### src/rtl/universal_shift_register.sv
// Universal shift register: synchronous parallel load, serial shift left or
// right, and a synchronous clear. Bit 0 is the leftmost bit (MSB) and every
// vector is declared [0:WIDTH-1]. SERIAL_OUT is the bit that leaves the
// register on the next shift in the currently selected direction.
module universal_shift_register #(
    parameter int WIDTH = 4
) (
    input  logic             CLK,
    input  logic             RST,             // asynchronous, active-low
    input  logic             CLR,             // synchronous, active-low
    input  logic             PARALLEL_MODE,   // 1 = load, 0 = shift
    input  logic             SI,
    input  logic             SR,              // 1 = shift right, 0 = shift left
    input  logic [0:WIDTH-1] PARALLEL_INPUT,
    output logic             SERIAL_OUT,
    output logic [0:WIDTH-1] PARALLEL_OUT
);

    logic [0:WIDTH-1] q_q;
    logic [0:WIDTH-1] q_d;

    // Next-state selection in priority order: clear, load, shift left, shift right.
    always_comb begin
        // NOTE: assign a default first so every path drives q_d and no latch is inferred.
        q_d = q_q;
        if (!CLR) begin
            q_d = '0;
        end else if (PARALLEL_MODE) begin
            q_d = PARALLEL_INPUT;
        end else if (!SR) begin
            // Left: bits move toward index 0; SI enters at the right end.
            q_d = {q_q[1:WIDTH-1], SI};
        end else begin
            // Right: bits move toward index WIDTH-1; SI enters at the left end.
            q_d = {SI, q_q[0:WIDTH-2]};
        end
    end

    // State register; reset clears it immediately, independent of the clock.
    always_ff @(posedge CLK or negedge RST) begin
        // NOTE: non-blocking assignments keep every flop sampling pre-edge values.
        if (!RST) begin
            q_q <= '0;
        end else begin
            q_q <= q_d;
        end
    end

    // Outgoing bit follows SR within the same cycle.
    assign SERIAL_OUT   = SR ? q_q[WIDTH-1] : q_q[0];
    assign PARALLEL_OUT = q_q;

endmodule

### config.mk
export PLATFORM = sky130hd
export DESIGN_NAME = universal_shift_register
export DESIGN_NICKNAME = d
export VERILOG_FILES = /design/src/rtl/universal_shift_register.sv
export SDC_FILE = /design/constraint.sdc
export NUM_CORES = 1
export LEC_CHECK = 0
export ABC_AREA = 0
export CORE_AREA = 2 2 39 41
export CTS_CLUSTER_DIAMETER = 40
export DETAILED_ROUTE_END_ITERATION = 8
export DIE_AREA = 0 0 41 43
export PLACE_DENSITY = 0.51
export SLEW_MARGIN = 20
export SYNTH_ARGS = -nofsm -noshare
export SYNTH_HDL_FRONTEND = slang
export SYNTH_SLANG_ARGS = --single-unit
### constraint.sdc
create_clock -name CLK -period 1 [get_ports CLK]
set_input_delay 0.1 -clock CLK [delete_from_list [all_inputs] [get_ports CLK]]
set_output_delay 0.1 -clock CLK [all_outputs]
set_load 0.01 [all_outputs]
## Yosys cells after proc, flatten, opt, wreduce, memory -nomap -nowiden

Index checks and enable logic that the tools add are counted.

- Bits in registers: 4
- Bits of input ports: 10
- Output and inout bits: 5

- Muxes and demuxes: 4

Operator list:

| operator | count |
|---|---|
| $mux W4 | 3 |
| $mux W1 | 1 |

## Longest topological paths before layout

- Depth in word-level cells: 3
- Gate-level depth with buffers: 2
- Depth with buffers taken out: 2

## Least setup slack after synthesis

OpenSTA, ideal clock, no wires.

- Path type: register to register
- From: register q_q (netlist bit PARALLEL_OUT[0])
- To: register q_q (netlist bit PARALLEL_OUT[1])
- Arrival time: 882 ps
- Setup slack: -2 ps
- Cell stages (with the launch flop): 3
- Buffers on the path: 0
- Path through: dfrtp_1 > mux2_1 > o211a_1

- Longest elaborated chain between the ends: 3

Ends and longest elaborated chain:

| what | RTL line | RTL |
|---|---|---|
| from (decl) | 19 | `logic [0:WIDTH-1] q_q;` |
| from (signal assigned) | 45 | `q_q <= q_d;` |
| $mux W4 | 30 | `end else if (!SR) begin` |
| $mux W4 | 28 | `end else if (PARALLEL_MODE) begin` |
| $mux W4 | 26 | `if (!CLR) begin` |
| net q_d (one bit) | 20 | `logic [0:WIDTH-1] q_d;` |

The timed path passes the listed nets, and every way through them passes these cells.

## Final worst setup path

- From: register q_q (netlist bit PARALLEL_OUT[3])
- To: output port SERIAL_OUT

- Longest elaborated chain between the ends: 1

Ends and longest elaborated chain:

| what | RTL line | RTL |
|---|---|---|
| $mux W1 | 50 | `assign SERIAL_OUT = SR ? q_q[WIDTH-1] : q_q[0];` |
| to (decl) | 15 | `output logic SERIAL_OUT,` |

No other way between the ends.

==> impl_summary.md <==
Run status
The flow ran to the end, but the final reports show violations. The final reports fail on setup timing.

STA
The actual slew at the worst max-slew pin is 262.5 ps. The final-report hold violation count is 0. The share of the clock period used by the worst path after layout is 109.3%. The clock period minus final worst setup slack is 1093 ps. The relative max-transition margin is 82.44%. The setup clock skew after layout is 1.827 ps. The aggregate negative setup slack is -229.0 ps. The highest clock frequency the design can meet is 914.7 MHz.

The max-slew violation total from the final report is 0. The setup slack of the critical path after layout is -93.23 ps. Setup violations remaining at the end of the flow were counted as 3. Setup repair after global routing could not meet its margin everywhere.

Placement
The final weighted congestion of routability-driven global placement is 0.6574. The number of I/O port buffers is 14. The placed instances occupy a cell area of 411.6 µm².

Clock tree
The number of gates resized after CTS was 21. The TritonCTS clock tree is done. Counting along the longest clock path gives a buffer depth of 2. The tree is rooted in a sky130_fd_sc_hd__clkbuf_4. The register clock-pin slew on the reported worst setup and hold paths is 40 ps. The clock insertion delay at the later pin of the skew report is 230 ps.

The number of post-CTS setup repair buffers is 0. The number of H-tree levels is 1. The number of CTS-inserted buffers is 3.

After clock tree synthesis, the flow added hold-fix buffers numbering 0. The CTS sink count is 4.

Synth
The fraction of synthesis flops using an asynchronous set or reset pin is 100.0%. The total number of yosys warnings is 0. Counting instances in the post-synthesis netlist gives the leading cell types as sky130_fd_sc_hd__dfrtp_1, sky130_fd_sc_hd__mux2_1, sky130_fd_sc_hd__nand2b_1, sky130_fd_sc_hd__o211a_1, sky130_fd_sc_hd__mux2_2. The instance count of the mapped netlist is 17. In the post-synthesis netlist, the biggest area contributors are sky130_fd_sc_hd__dfrtp_1, sky130_fd_sc_hd__mux2_1, sky130_fd_sc_hd__o211a_1, sky130_fd_sc_hd__nand2b_1, sky130_fd_sc_hd__mux2_2. Counting every net in the synthesized netlist gives 27. The average instance in the mapped netlist occupies 13.03 µm². The fraction of post-synthesis cell area in the top cell type by area is 45.20%. The sequential element share of the synthesized area is 45.20%. The dominant cell type by area after synthesis is sky130_fd_sc_hd__dfrtp_1.

The count of flip-flops with a built-in enable after synthesis is 0. The number of unique standard cell types used by synthesis is 5. After synthesis the cells add up to 221.5 µm².

The most frequently used flop master after synthesis is sky130_fd_sc_hd__dfrtp_1. The post-synthesis register bit count is 4.

Final layout
The repair_antennas step left the layout with diodes totalling 0. The count of nets after finishing is 49. The final standard cell area without fillers is 434.2 µm². The layout cell share with drive strength beyond 1 is 40.54%.

The area growth from synthesis to final layout is 96.05%. The fill cell instance count of the final layout is 137. Once layout is complete, the utilization of the core stands at 31.37%.

The flip-flop count of the largest register after layout is 4. The area of combinational cells with multiple inputs is 140.1 µm². Summing all flip-flop and latch instances after layout gives 100.1 µm².

Power and ir drop
The static leakage is 0.2359 nW. The maximum vdd drop is 0.3825 mV. For this design the ratio of total power to cell area is 1196 mW/mm².

GRT
The number of global-route vias before repair is 215. The global-route wire length before repair is 814 µm. The initial antenna violation count came to 0.

The largest net degree at the start of global routing is 9. The remaining global-route overflow is 0. The overall routing resource usage is 7.467%.

Worst setup path
The type of the worst setup path is reg -> out. The arrival time at the worst endpoint is 990 ps. In this run the worst path has a maximum fanout of 2.

STA puts the critical path data required time at 900 ps. STA classifies the critical path endpoint as an output pin. STA classifies the critical path startpoint as a flip-flop.

Route
The overall routed net length is 577 µm. The residual DRC count is 0. Dividing the detail-routed via count by the number of cells gives 4.038. The first-pass iteration count of the detailed router is 2.

The post-detailed-route wirelength per cell is 10.89 µm. The number of antenna-violating nets in the routed design is 0. The detailed router placed 214 vias in this run.

After the first detailed-routing iteration, the DRC count stood at 1.

Die
The number of placement rows is 14. For this configuration, the core starts out at a cell density of 16.00%. The overall die area is 0.001763 mm². Pin placement for this block handled 15 I/O pins. The floorplan step set the die height to 43 µm. The die span in x is 41 µm.

After floorplanning, the core was sized to cover 0.001384 mm².

Flow run
Across the run, the number of max-cap violations was 0.

Hold path
The class of the most critical hold timing path is in -> async.
where the power goes:
group | internal (mW) | total (mW) | leakage [nW] | switching (mW)
Combinational | 0.0944 | 0.141 | 0.170 | 0.0462
Clock | 0.134 | 0.196 | 0.0138 | 0.0621
Sequential | 0.174 | 0.182 | 0.0517 | 0.00797
Total | 0.403 | 0.519 | 0.236 | 0.116
worst paths after layout:
kind                                       from              end  slack [ps]  cells past startpoint
worst max-delay path            PARALLEL_OUT[3]       SERIAL_OUT         -90                      2
worst min-delay path                        RST  PARALLEL_OUT[2]          70                      1
worst max register to register  PARALLEL_OUT[3]  PARALLEL_OUT[2]         -70                      3
worst min register to register  PARALLEL_OUT[1]  PARALLEL_OUT[2]         670                      2
max in group asynchronous                   RST  PARALLEL_OUT[0]         760                      1
min in group CLK                            CLR  PARALLEL_OUT[2]         510                      2
layout make-up:
class                   count  area share, %
clock buffers               3          5.187
multi-input cells          13          32.28
well taps                  16          4.611
repair buffers             17          34.87
flip-flops and latches      4          23.05
stage by stage:
stage | std cells | power (mW) | setup WS, ps | hold slack, ps
after floorplan | 17 | 0.2291 | -1.894 | -195.6
after global placement | 50 | 0.3218 | -483.1 | 318.3
after detailed placement | 50 | 0.3224 | -501.6 | 314.5
after CTS | 53 | 0.5315 | -95.19 | 63.56
after global routing | 53 | 0.5515 | -130.5 | 75.77
final | 53 | 0.5191 | -93.23 | 71.90
routing by layer:
metal	vias up	GRT usage, %	share of wire [%]
li1	106	-	-
met1	93	9.477	46
met2	15	8.438	40
met3	0	4.712	15
met4	0	6.000	0
met5	-	0	0
kinds of logic after synthesis:
kind of cell	count (synthesis)	share of synthesized area (%)
and+or+nand+nor	4	11.30
DFF	4	45.20
muxes	5	25.42
AOI/OAI and AO/OA	4	18.08
critical path, stage by stage (launching register included):
cell                      delay [ps]
sky130_fd_sc_hd__dfrtp_1         380
sky130_fd_sc_hd__mux2_4          270
sky130_fd_sc_hd__buf_6           120
cells in the final DEF, fill, tap and decap left out:
master                            netlist  layout
sky130_fd_sc_hd__buf_2                  0       2
sky130_fd_sc_hd__buf_4                  0       2
sky130_fd_sc_hd__buf_6                  0       2
sky130_fd_sc_hd__clkbuf_2               0       1
sky130_fd_sc_hd__clkbuf_4               0       3
sky130_fd_sc_hd__clkdlybuf4s15_1        0       1
sky130_fd_sc_hd__clkdlybuf4s50_1        0       8
sky130_fd_sc_hd__dfrtp_1                4       4
sky130_fd_sc_hd__dlygate4sd2_1          0       1
sky130_fd_sc_hd__mux2_4                 0       5
sky130_fd_sc_hd__nand2b_1               4       4
sky130_fd_sc_hd__o211a_1                4       4
Power figures use the tool's default switching activity.
